<file path="src/rtl/div_arbiter_if.sv">
// Divider bus between the arbiter (master) and the single shared iterative divider (slave).
interface div_arbiter_if #(
  parameter int BITS = 8
);
  logic            div_start;
  logic [BITS-1:0] div_a;
  logic [BITS-1:0] div_b;
  logic [BITS-1:0] div_q;
  logic [BITS-1:0] div_r;
  logic            div_ready;
  logic            div_err;

  modport master (
    output div_start, div_a, div_b,
    input  div_q, div_r, div_ready, div_err
  );

  modport slave (
    input  div_start, div_a, div_b,
    output div_q, div_r, div_ready, div_err
  );
endinterface

</file>
<file path="src/rtl/div_arbiter.sv">
// Round-robin sharing of one iterative divider between two requesters.
// Operands are latched at grant; results and error flags are held until the next done.
module div_arbiter #(
  parameter int BITS    = 8,
  parameter int TIMEOUT = 64
) (
  input  logic            clk,
  input  logic            rst,
  input  logic [1:0]      i_req,
  input  logic [BITS-1:0] i_a0,
  input  logic [BITS-1:0] i_b0,
  input  logic [BITS-1:0] i_a1,
  input  logic [BITS-1:0] i_b1,
  output logic [1:0]      o_ack,
  output logic [1:0]      o_done,
  output logic [BITS-1:0] o_res_q,
  output logic [BITS-1:0] o_res_r,
  output logic            o_res_err,
  output logic            o_res_tout,
  output logic            o_busy,
  div_arbiter_if.master   div_bus
);

  localparam int CW = $clog2(TIMEOUT + 1);

  localparam logic [2:0] S_IDLE  = 3'd0;
  localparam logic [2:0] S_START = 3'd1;
  localparam logic [2:0] S_WAIT  = 3'd2;
  localparam logic [2:0] S_DONE  = 3'd3;
  localparam logic [2:0] S_ZERO  = 3'd4;

  logic [2:0]      r_state;
  logic            r_grant;
  logic            r_rrPtr;
  logic [CW-1:0]   r_wdCount;
  logic [BITS-1:0] r_divA;
  logic [BITS-1:0] r_divB;
  logic [BITS-1:0] r_resQ;
  logic [BITS-1:0] r_resR;
  logic            r_resErr;
  logic            r_resTout;

  logic            w_winner;
  logic [BITS-1:0] w_selA;
  logic [BITS-1:0] w_selB;
  logic [1:0]      w_grantOneHot;
  logic            w_timeout;

  // r_rrPtr names the requester that wins when both ask at once.
  always_comb begin
    w_winner = 1'b0;
    case (i_req)
      2'b10:   w_winner = 1'b1;
      2'b11:   w_winner = r_rrPtr;
      default: w_winner = 1'b0;
    endcase
  end

  assign w_selA        = w_winner ? i_a1 : i_a0;
  assign w_selB        = w_winner ? i_b1 : i_b0;
  assign w_grantOneHot = r_grant ? 2'b10 : 2'b01;
  assign w_timeout     = (r_wdCount == CW'(TIMEOUT));

  assign o_ack      = (r_state == S_START || r_state == S_ZERO) ? w_grantOneHot : 2'b00;
  assign o_done     = (r_state == S_DONE  || r_state == S_ZERO) ? w_grantOneHot : 2'b00;
  assign o_busy     = (r_state != S_IDLE);
  assign o_res_q    = r_resQ;
  assign o_res_r    = r_resR;
  assign o_res_err  = r_resErr;
  assign o_res_tout = r_resTout;

  assign div_bus.div_start = (r_state == S_START);
  assign div_bus.div_a     = r_divA;
  assign div_bus.div_b     = r_divB;

  always_ff @(posedge clk) begin
    if (rst) begin
      r_state   <= S_IDLE;
      r_grant   <= 1'b0;
      r_rrPtr   <= 1'b0;
      r_wdCount <= '0;
      r_divA    <= '0;
      r_divB    <= '0;
      r_resQ    <= '0;
      r_resR    <= '0;
      r_resErr  <= 1'b0;
      r_resTout <= 1'b0;
    end else begin
      case (r_state)
        S_IDLE: begin
          if (i_req != 2'b00) begin
            r_grant <= w_winner;
            r_divA  <= w_selA;
            r_divB  <= w_selB;
            // A zero divisor is answered here so the result is ready in the ZERO cycle.
            if (w_selB == '0) begin
              r_state   <= S_ZERO;
              r_resQ    <= '0;
              r_resR    <= w_selA;
              r_resErr  <= 1'b1;
              r_resTout <= 1'b0;
            end else begin
              r_state <= S_START;
            end
          end
        end
        S_START: begin
          r_rrPtr   <= ~r_grant;
          r_wdCount <= CW'(1);
          r_state   <= S_WAIT;
        end
        S_WAIT: begin
          if (div_bus.div_ready) begin
            r_resQ    <= div_bus.div_q;
            r_resR    <= div_bus.div_r;
            r_resErr  <= div_bus.div_err;
            r_resTout <= 1'b0;
            r_wdCount <= '0;
            r_state   <= S_DONE;
          end else if (w_timeout) begin
            r_resQ    <= '0;
            r_resR    <= '0;
            r_resErr  <= 1'b1;
            r_resTout <= 1'b1;
            r_wdCount <= '0;
            r_state   <= S_DONE;
          end else begin
            r_wdCount <= r_wdCount + CW'(1);
          end
        end
        S_DONE: begin
          r_state <= S_IDLE;
        end
        S_ZERO: begin
          // Moving the pointer here too keeps a zero-divisor requester from starving the other.
          r_rrPtr <= ~r_grant;
          r_state <= S_IDLE;
        end
        default: begin
          r_state <= S_IDLE;
        end
      endcase
    end
  end

endmodule

</file>
<file path="src/flat_wrapper.sv">
// flat-port wrapper written by rule: the top's interface ports become plain ports
module div_arbiter_flat 
#(
  parameter int BITS    = 8,
  parameter int TIMEOUT = 64
)
  (clk, rst, i_req, i_a0, i_b0, i_a1, i_b1, o_ack, o_done, o_res_q, o_res_r, o_res_err, o_res_tout, o_busy, div_bus_div_start, div_bus_div_a, div_bus_div_b, div_bus_div_q, div_bus_div_r, div_bus_div_ready, div_bus_div_err);
  div_arbiter_if #(.BITS(BITS)) div_bus_i ();
  input  logic clk;
  input  logic rst;
  input  logic [1:0] i_req;
  input  logic [BITS-1:0] i_a0;
  input  logic [BITS-1:0] i_b0;
  input  logic [BITS-1:0] i_a1;
  input  logic [BITS-1:0] i_b1;
  output logic [1:0] o_ack;
  output logic [1:0] o_done;
  output logic [BITS-1:0] o_res_q;
  output logic [BITS-1:0] o_res_r;
  output logic o_res_err;
  output logic o_res_tout;
  output logic o_busy;
  output wire logic [$bits(div_bus_i.div_start)-1:0] div_bus_div_start;
  output wire logic [$bits(div_bus_i.div_a)-1:0] div_bus_div_a;
  output wire logic [$bits(div_bus_i.div_b)-1:0] div_bus_div_b;
  input wire logic [$bits(div_bus_i.div_q)-1:0] div_bus_div_q;
  input wire logic [$bits(div_bus_i.div_r)-1:0] div_bus_div_r;
  input wire logic [$bits(div_bus_i.div_ready)-1:0] div_bus_div_ready;
  input wire logic [$bits(div_bus_i.div_err)-1:0] div_bus_div_err;
  assign div_bus_div_start = div_bus_i.div_start;
  assign div_bus_div_a = div_bus_i.div_a;
  assign div_bus_div_b = div_bus_i.div_b;
  assign div_bus_i.div_q = div_bus_div_q;
  assign div_bus_i.div_r = div_bus_div_r;
  assign div_bus_i.div_ready = div_bus_div_ready;
  assign div_bus_i.div_err = div_bus_div_err;
  div_arbiter #(.BITS(BITS), .TIMEOUT(TIMEOUT)) u_core (.clk(clk), .rst(rst), .i_req(i_req), .i_a0(i_a0), .i_b0(i_b0), .i_a1(i_a1), .i_b1(i_b1), .o_ack(o_ack), .o_done(o_done), .o_res_q(o_res_q), .o_res_r(o_res_r), .o_res_err(o_res_err), .o_res_tout(o_res_tout), .o_busy(o_busy), .div_bus(div_bus_i));
endmodule
</file>
<file path="config.mk">
export PLATFORM = sky130hd
export DESIGN_NAME = div_arbiter_flat
export DESIGN_NICKNAME = d
export VERILOG_FILES = /design/src/rtl/div_arbiter_if.sv /design/src/rtl/div_arbiter.sv /design/src/flat_wrapper.sv
export SDC_FILE = /design/constraint.sdc
export NUM_CORES = 1
export LEC_CHECK = 0
export BUFFER_PORTS_ARGS = -buffer_cell sky130_fd_sc_hd__buf_2
export CAP_MARGIN = 20
export CORE_MARGIN = 5
export CORE_UTILIZATION = 40
export DETAILED_ROUTE_END_ITERATION = 8
export MAX_ROUTING_LAYER = met4
export PLACE_DENSITY = 0.69
export RECOVER_POWER = 100
export SLEW_MARGIN = 20
export SYNTH_ARGS = -nofsm -noshare
export SYNTH_HDL_FRONTEND = slang
export SYNTH_SLANG_ARGS = --single-unit
</file>
<file path="constraint.sdc">
create_clock -name clk -period 1.8 [get_ports clk]
set_input_delay 0.36 -clock clk [delete_from_list [all_inputs] [get_ports clk]]
set_output_delay 0.36 -clock clk [all_outputs]
set_load 0.05 [all_outputs]
</file>
==> flow_summary.yaml, run 1 <==
clock_network:
  cts_tree: "yes"
  clock-root-buffer: "clkbuf_8"
  cts_num_sinks: 46
  h-tree-depth: 2
  cts.clk_slew.worst_paths_ns: 0.08
  cts_buffer_depth: 2
  cts_buffers: 5
  worstSkewPairLatency_ns: 0.30
  cts_hold_buf: 0
sta:
  skew_ns: 0.00560
  relSlewSlack_pct: 58.1
  drv_slew: 0
  period_minus_slack_ns: 1.93
  setup_ws_ns: -0.131
  period_share_pct: 107
  setup_viol: 24
  hold_viol: 0
  finalSetupTns_ns: -2.40
  timing.fmax_mhz: 518
  rsz0062_at_grt: "true"
  worstMarginPinSlew_ns: 0.632
global_routing:
  first_global_vias: 2221
  gr-total-overflow: 0
  grt_pass1_wl_mm: 10.6
  grt_util_all_layers_pct: 18.2
  antenna_found_initial: 0
  grt_max_degree: 34
finish:
  final_cells: 455
  multi_input_area_sq_mm: 0.00131
  diodes: 0
  fin_nets: 438
  syn2layout_area_growth_pct: 44.5
  stdcell_area_sq_mm: 0.00322
  fillers: 539
  drive_gt1_share_pct: 39.4
  register_area_sq_um: 926
floorplanning:
  die_w_microns: 84.6
  fp-row-count: 27
  start_util_pct: 40.7
  io_pins: 94
  die_y_microns: 84.6
  dieArea_sq_mm: 0.00716
  coreArea_sq_mm: 0.00547
placed_design:
  dpl-instance-area_sq_mm: 0.00301
  dpl.cell_count: 443
  hpwl_mm: 4.83
  portBuffers: 93
  gp_congestion: 0.843
synthesis:
  synth.distinct_cells: 43
  syn_area_per_cell_sq_um: 8.51
  synth_flop_cell: "dfxtp_1"
  synth_area_leaders: "dfxtp_1, nor2_1, nand2_1, a211oi_2, a21oi_1"
  synth_edf_count: 0
  syn_nets: 318
  ys_warn_count: 0
  synth_top_cell_area_share_pct: 41.3
  synth_cells: 262
  synthArstFlopShare_pct: 0
  synth_top_cell_by_area: "dfxtp_1"
  ys_ff_latch: 46
  syn_area_sq_mm: 0.00223
  synth-seq-area-share_pct: 41.3
drt:
  wirelength_mm: 6.38
  routedWlPerCell_microns: 14.0
  drt_first_iter_violations: 88
  ant_nets: 0
  vias: 2310
  drc: 0
  dr.pass1.iters: 4
  via_per_inst: 5.08
critical_path:
  start_kind: "flop"
  endpoint_kind: "flop"
  crit_fanout: 8
  path_class: "flop to flop"
  worstPathRequired_ns: 1.99
  arrival_ns: 2.12
status:
  violations: "negative setup slack"
  status: "complete, but fails checks"
min_path:
  hold_class: "primary input to flop"
job:
  drv_cap: 0
power_and_ir_drop:
  power_density_mw_per_mm2: 1020
  ir_worst_vdd_mv: 0.419
  p_leak_nw: 1.35
==> kinds of logic after synthesis <==
logic type,share of synthesized area (%)
buffers and inverters,5.11
DFF,41.3
and+or+nand+nor,20.7
AOI/OAI and AO/OA,21.3
adders and majority gates,1.12
muxes,8.09
xor gates and xnor gates,2.36
==> state kept, by name, indices dropped and copies added (netlist names) <==
| signal | count |
|---|---|
| u_core.r_state | 3 |
| u_core.div_bus.div_a | 8 |
| u_core.o_res_err | 1 |
| u_core.o_res_tout | 1 |
| u_core.r_wdCount | 7 |
| u_core.div_bus.div_b | 8 |
| u_core.r_rrPtr | 1 |
| u_core.o_res_r | 8 |
| u_core.o_res_q | 8 |
| u_core.r_grant | 1 |
==> cell type report <==
type | instances | share of cell area, %
well taps | 72 | 2.80
multi-input cells | 189 | 40.6
clock inverters | 2 | 1.17
clock buffers | 6 | 2.25
flip-flops and latches | 46 | 28.7
repair buffers | 132 | 23.5
inverters | 8 | 0.932
==> power breakdown <==
part           switching [W]  internal [W]  leakage [nW]  total [W]
Sequential         0.0000709       0.00114         0.379    0.00121
Clock               0.000360      0.000415        0.0514   0.000775
Combinational       0.000864      0.000435         0.919    0.00130
Total                0.00130       0.00198          1.35    0.00328
==> metal layers <==
metal / routed length, microns / vias up / track usage, %
li1: - / 1176 / -
met1: 2740 / 1051 / 22.5
met4: 93 / 0 / 4.75
met5: 0 / - / -
met2: 3090 / 74 / 30.1
met3: 458 / 9 / 3.83
==> layout by cell type (no fill, tap or decap), types with 2 or more instances in the layout <==
master / synthesis / final
a211oi_1: 8 / 8
a211oi_2: 9 / 9
a21oi_1: 20 / 17
a21oi_2: 0 / 3
a311oi_1: 9 / 9
buf_2: 7 / 53
buf_4: 1 / 34
buf_6: 0 / 6
clkbuf_1: 10 / 35
clkbuf_2: 0 / 3
clkbuf_8: 0 / 5
dfxtp_1: 46 / 42
dfxtp_2: 0 / 4
inv_1: 8 / 6
inv_2: 0 / 2
mux2_2: 8 / 8
mux2i_1: 9 / 9
nand2_1: 31 / 31
nand3_1: 10 / 10
nand4_1: 4 / 4
nor2_1: 33 / 34
nor2b_1: 2 / 2
nor4_1: 4 / 4
o21ai_0: 2 / 2
o21ai_2: 0 / 8
xnor2_1: 2 / 2
xor2_1: 4 / 4
==> through the flow <==
stage / worst slack, ns / utilization, % / power [W] / hold WS, ns
2_1_floorplan: -0.0239 / - / 0.00211 / 0.466
3_3_place_gp: -0.157 / 55.1 / 0.00247 / 0.464
3_5_place_dp: -0.180 / 55.1 / 0.00250 / 0.470
4_1_cts: -0.148 / 59.5 / 0.00333 / 0.283
5_1_grt: -0.225 / 58.8 / 0.00344 / 0.295
6_report: -0.131 / 58.8 / 0.00328 / 0.296
==> Yosys cell counts (3+ instances only) <==
cell type,count
nor4_1,4
xor2_1,4
nand3_1,10
inv_1,8
buf_2,7
mux2_2,8
nor3_1,3
dfxtp_1,46
a211oi_1,8
a311oi_1,9
nor2_1,33
o21ai_1,9
a21oi_1,20
clkbuf_1,10
nand2_1,31
nand4_1,4
mux2i_1,9
a211oi_2,9
==> final timing paths <==
check,start,end,slack [ns],depth (start not counted)
setup / recovery,u_core.r_wdCount[1],u_core.o_res_q[6],-0.13,9
hold / removal,div_bus_div_q[3],u_core.o_res_q[3],0.30,3
setup reg to reg,u_core.r_wdCount[1],u_core.o_res_q[6],-0.13,9
hold reg to reg,u_core.o_res_q[1],u_core.o_res_q[1],0.47,2
==> worst max-delay path: stages (launching register included) <==
cell      delay [ns]
dfxtp_2         0.33
inv_2           0.07
ha_4            0.12
or4b_4          0.46
nor3b_4         0.21
buf_6           0.13
o311ai_4        0.12
buf_6           0.18
o21ai_2         0.13
a21oi_2         0.06
==> what timing repair did <==
item | CTS | global route
pin swaps | 22 | 8
gates cloned | 1 | 0
resized for setup | 24 | 12
buffers inserted | 3 | 0
endpoints found under the setup margin | 28 | 29
Note: power is estimated with default switching activity, not from simulation.
==> run 2: changes to the inputs <==
--- a/config.mk
+++ b/config.mk
@@ -5,7 +5,7 @@
 export SDC_FILE = /design/constraint.sdc
 export NUM_CORES = 1
 export LEC_CHECK = 0
-export BUFFER_PORTS_ARGS = -buffer_cell sky130_fd_sc_hd__buf_2
+export BUFFER_PORTS_ARGS = -buffer_cell sky130_fd_sc_hd__buf_4
 export CAP_MARGIN = 20
 export CORE_MARGIN = 5
 export CORE_UTILIZATION = 40
==> flow_summary.yaml, run 2 (same netlist as run 1, synthesis figures left out) <==
power_and_ir_drop:
  swShare_pct: 40.5
  p_comb_share_pct: 41.4
  power_density_mw_per_mm2: 971
  p_leak_nw: 1.35
  p_sw_w: 0.00127
  ir_worst_vdd_mv: 0.376
  p_seq_share_pct: 38.6
  clockPowerShare_pct: 20.0
  p_int_w: 0.00186
clock_network:
  cts_hold_buf: 0
  clock-root-buffer: "clkbuf_8"
  cts.clk_slew.worst_paths_ns: 0.09
  h-tree-depth: 2
  cts_tree: "yes"
  cts_num_sinks: 46
  cts_buffers: 5
  worstSkewPairLatency_ns: 0.30
  cts_buffer_depth: 2
sta:
  hold_viol: 0
  worstMarginPinSlew_ns: 0.636
  drv_slew: 0
  finalSetupTns_ns: -1.46
  period_share_pct: 106
  setup_ws_ns: -0.104
  setup_viol: 23
  rsz0062_at_grt: "true"
  relSlewSlack_pct: 57.8
  period_minus_slack_ns: 1.90
  timing.fmax_mhz: 525
  skew_ns: 0.00600
drt:
  ant_nets: 0
  drc: 0
  wirelength_mm: 6.27
  dr.pass1.iters: 4
  drt_first_iter_violations: 116
  via_per_inst: 5.14
  routedWlPerCell_microns: 14.0
  vias: 2304
global_routing:
  first_global_vias: 2199
  antenna_found_initial: 0
  gr-total-overflow: 0
  grt_util_all_layers_pct: 18.2
  grt_pass1_wl_mm: 10.4
  grt_max_degree: 33
critical_path:
  max_stage_delay_ns: 0.47
  crit_family: "simple AND/OR/NAND/NOR gates"
  start_kind: "flop"
  worstPathRequired_ns: 2.03
  crit_fanout: 9
  worst-path-buf-inv: 2
  path_class: "flop to flop"
  endpoint_kind: "flop"
  arrival_ns: 2.13
  cpMaxStageDelayCell: "or4b_4"
  worstPathCellList: "inv_2 > ha_4 > or4b_4 > nor3b_4 > o311a_1 > buf_6 > a21oi_1 > a211oi_2"
placed_design:
  gp_congestion: 0.840
  dpl-instance-area_sq_mm: 0.00323
  portBuffers: 93
  hpwl_mm: 4.83
status:
  status: "complete, but fails checks"
  violations: "negative setup slack"
job:
  drv_cap: 0
finish:
  stdcell_area_sq_mm: 0.00323
  syn2layout_area_growth_pct: 44.7
  fillers: 542
  drive_gt1_share_pct: 35.9
  mostFrequentLayoutCells: "buf_4, dfxtp_1, clkbuf_1, nor2_1, nand2_1"
  diodes: 0
  fin_nets: 431
  final_common_cell: "buf_4"
floorplanning:
  die_y_microns: 84.6
  die_w_microns: 84.6
  io_pins: 94
  fp-row-count: 27
  start_util_pct: 40.7
  dieArea_sq_mm: 0.00716
  coreArea_sq_mm: 0.00547
min_path:
  hold_class: "primary input to flop"
run 2: tightest hold or removal path: stages:
cell,delay [ns]
buf_4,0.11
nand2_1,0.04
a21oi_1,0.05
run 2: area by class of cell:
cell class              instances  area [sq um]  share of cell area (%)
clock buffers                   6          72.6                    2.25
clock inverters                 2          13.8                   0.427
inverters                       8          30.0                   0.931
multi-input cells             189          1260                    39.1
flip-flops and latches         46           926                    28.7
well taps                      72          90.1                    2.79
repair buffers                125           832                    25.8
run 2: per-layer routing:
| layer | part of all wire (%) | routed length [microns] | vias to the layer above | track usage (%) |
|---|---|---|---|---|
| li1 | - | - | 1157 | - |
| met4 | 1.2 | 75 | 0 | 6.04 |
| met3 | 7.3 | 461 | 8 | 4.32 |
| met1 | 46 | 2870 | 1052 | 23.3 |
| met5 | 0 | 0 | - | - |
| met2 | 46 | 2860 | 87 | 28.2 |
run 2: final timing paths:
path	slack, ns	endpoint	start	cells after the start
hold / removal	0.31	u_core.o_res_q[5]	div_bus_div_q[5]	3
setup reg to reg	-0.10	u_core.o_res_r[0]	u_core.r_wdCount[0]	8
hold reg to reg	0.48	u_core.o_res_q[1]	u_core.o_res_q[1]	2
setup / recovery	-0.10	u_core.o_res_r[0]	u_core.r_wdCount[0]	8
run 2: timing repair:
action	CTS	global route
pin swaps	2	4
setup buffers	1	1
resized for setup	7	7
endpoints found under the hold margin	0	0
endpoints found under the setup margin	26	28
run 2: power by group through the flow:
stage	clock network [W]	logic [W]	registers [W]
after global placement	0	0.00136	0.00123
final	0.000626	0.00130	0.00121
after CTS	0.000652	0.00140	0.00121
after floorplan	0	0.000555	0.00155
after global routing	0.000686	0.00140	0.00122
after detailed placement	0	0.00137	0.00123
run 2: through the flow:
stage,utilization (%),hold slack [ns],worst slack (ns),power (W),cells
after floorplan,-,0.466,-0.0239,0.00211,262
after global placement,59.0,0.460,-0.184,0.00258,439
after detailed placement,59.0,0.472,-0.199,0.00260,439
after CTS,61.3,0.298,-0.115,0.00326,448
after global routing,58.9,0.299,-0.202,0.00331,448
final,58.9,0.307,-0.104,0.00313,448
==> run 3: changes to the inputs <==
--- a/config.mk
+++ b/config.mk
@@ -6,12 +6,12 @@
 export NUM_CORES = 1
 export LEC_CHECK = 0
 export BUFFER_PORTS_ARGS = -buffer_cell sky130_fd_sc_hd__buf_4
-export CAP_MARGIN = 20
+export CAP_MARGIN = 30
 export CORE_MARGIN = 5
-export CORE_UTILIZATION = 40
+export CORE_UTILIZATION = 43
 export DETAILED_ROUTE_END_ITERATION = 8
 export MAX_ROUTING_LAYER = met4
-export PLACE_DENSITY = 0.69
+export PLACE_DENSITY = 0.74
 export RECOVER_POWER = 100
 export SLEW_MARGIN = 20
 export SYNTH_ARGS = -nofsm -noshare
==> flow_summary.yaml, run 3 (same netlist as run 1, synthesis figures left out) <==
drt:
  via_per_inst: 5.18
  wirelength_mm: 6.56
  wl_met3_microns: 496
  dr.pass1.iters: 4
  highest_layer: "met4"
  ant_nets: 0
  drc: 0
  routedWlPerCell_microns: 14.7
  wl_met2_mm: 3.07
  vias: 2312
  drt_first_iter_violations: 73
  met1_length_mm: 2.90
floorplanning:
  die_w_microns: 82.0
  fp-row-count: 26
  coreArea_sq_mm: 0.00507
  start_util_pct: 43.9
  dieArea_sq_mm: 0.00672
  die_y_microns: 82.0
  io_pins: 94
clock_network:
  h-tree-depth: 2
  cts_buffer_depth: 2
  cts_tree: "yes"
  worstSkewPairLatency_ns: 0.30
  cts_buffers: 5
  cts.clk_slew.worst_paths_ns: 0.09
  cts_num_sinks: 46
  clock-root-buffer: "clkbuf_8"
global_routing:
  antenna_found_initial: 0
  grt_max_degree: 34
  grt_util_all_layers_pct: 19.9
  grt_pass1_wl_mm: 10.1
  first_global_vias: 2237
  gr-total-overflow: 0
power_and_ir_drop:
  p_leak_nw: 1.37
  power_density_mw_per_mm2: 984
  ir_worst_vdd_mv: 0.484
sta:
  rsz0062_at_grt: "true"
  drv_slew: 0
  worstMarginPinSlew_ns: 0.631
  setup_viol: 24
  hold_viol: 0
  timing.fmax_mhz: 520
  period_share_pct: 107
  period_minus_slack_ns: 1.92
  skew_ns: 0.00944
  relSlewSlack_pct: 58.1
  setup_ws_ns: -0.123
status:
  violations: "negative setup slack"
  status: "complete, but fails checks"
critical_path:
  ff2ff_setup_slack_ns: -0.12
  endpoint_kind: "flop"
  start_kind: "flop"
  crit_fanout: 5
  path_class: "flop to flop"
  arrival_ns: 2.14
  worstPathRequired_ns: 2.02
finish:
  fin_nets: 431
  syn2layout_area_growth_pct: 48.5
  mostFrequentLayoutCells: "buf_4, dfxtp_1, clkbuf_1, nor2_1, nand2_1"
  final_common_cell: "buf_4"
  drive_gt1_share_pct: 39.6
  stdcell_area_sq_mm: 0.00331
  diodes: 0
min_path:
  hold_class: "primary input to flop"
job:
  drv_cap: 0
placed_design:
  hpwl_mm: 4.83
  portBuffers: 93
  pre_cts_slack_ns: -0.155
  dpl-instance-area_sq_mm: 0.00320
  gp_congestion: 0.815
## run 3: repair_timing
item	CTS	global route
setup buffers	2	0
pin swaps	20	8
resized for setup	16	15
cloned	1	0
setup endpoints to repair	26	29
hold buffers	0	0
## run 3: power breakdown
group | internal (W) | switching (W) | total, W | leakage, nW
Combinational | 0.000462 | 0.000876 | 0.00134 | 0.937
Sequential | 0.00114 | 0.0000762 | 0.00121 | 0.380
Clock | 0.000352 | 0.000352 | 0.000704 | 0.0544
## run 3: path summary, 6_finish.rpt
path                       startpoint           endpoint  depth (start not counted)
hold reg to reg     u_core.o_res_q[7]  u_core.o_res_q[7]                          2
hold / removal       div_bus_div_q[3]  u_core.o_res_q[3]                          3
setup reg to reg  u_core.r_wdCount[0]  u_core.o_res_r[0]                          9
setup / recovery  u_core.r_wdCount[0]  u_core.o_res_r[0]                          9
## run 3: critical path, cell delays in order (launching register included)
cell and delay (ns):
dfxtp_2 0.34, inv_2 0.07, ha_4 0.11, or4b_4 0.46
nor3b_4 0.20, buf_4 0.14, o311a_4 0.17, buf_6 0.11
a21oi_1 0.08, a211oi_2 0.17
## run 3: layer usage
metal  GRT usage [%]  up-vias
met4            7.64        0
met1            23.9     1059
met2            32.0       80
met5               -        -
met3            4.93        9
li1                -     1164
## run 3: stage by stage
stage / utilization (%) / hold slack, ns / TNS [ns] / std cells / total power [W]
final: 65.2 / 0.303 / -2.04 / 446 / 0.00325
after global routing: 65.2 / 0.293 / -4.52 / 446 / 0.00343
after CTS: 67.1 / 0.295 / -2.58 / 446 / 0.00335
after detailed placement: 63.0 / 0.461 / -2.77 / 435 / 0.00259
after global placement: 63.0 / 0.454 / -1.79 / 435 / 0.00256
after floorplan: - / 0.466 / -0.183 / 262 / 0.00211
## run 3: final cells by class
cell class              instances  area [sq um]
clock buffers                   7          96.3
clock inverters                 1          8.76
fillers                       485          1770
inverters                       8          30.0
multi-input cells             189          1320
flip-flops and latches         46           930
well taps                      70          87.6
repair buffers                125           833
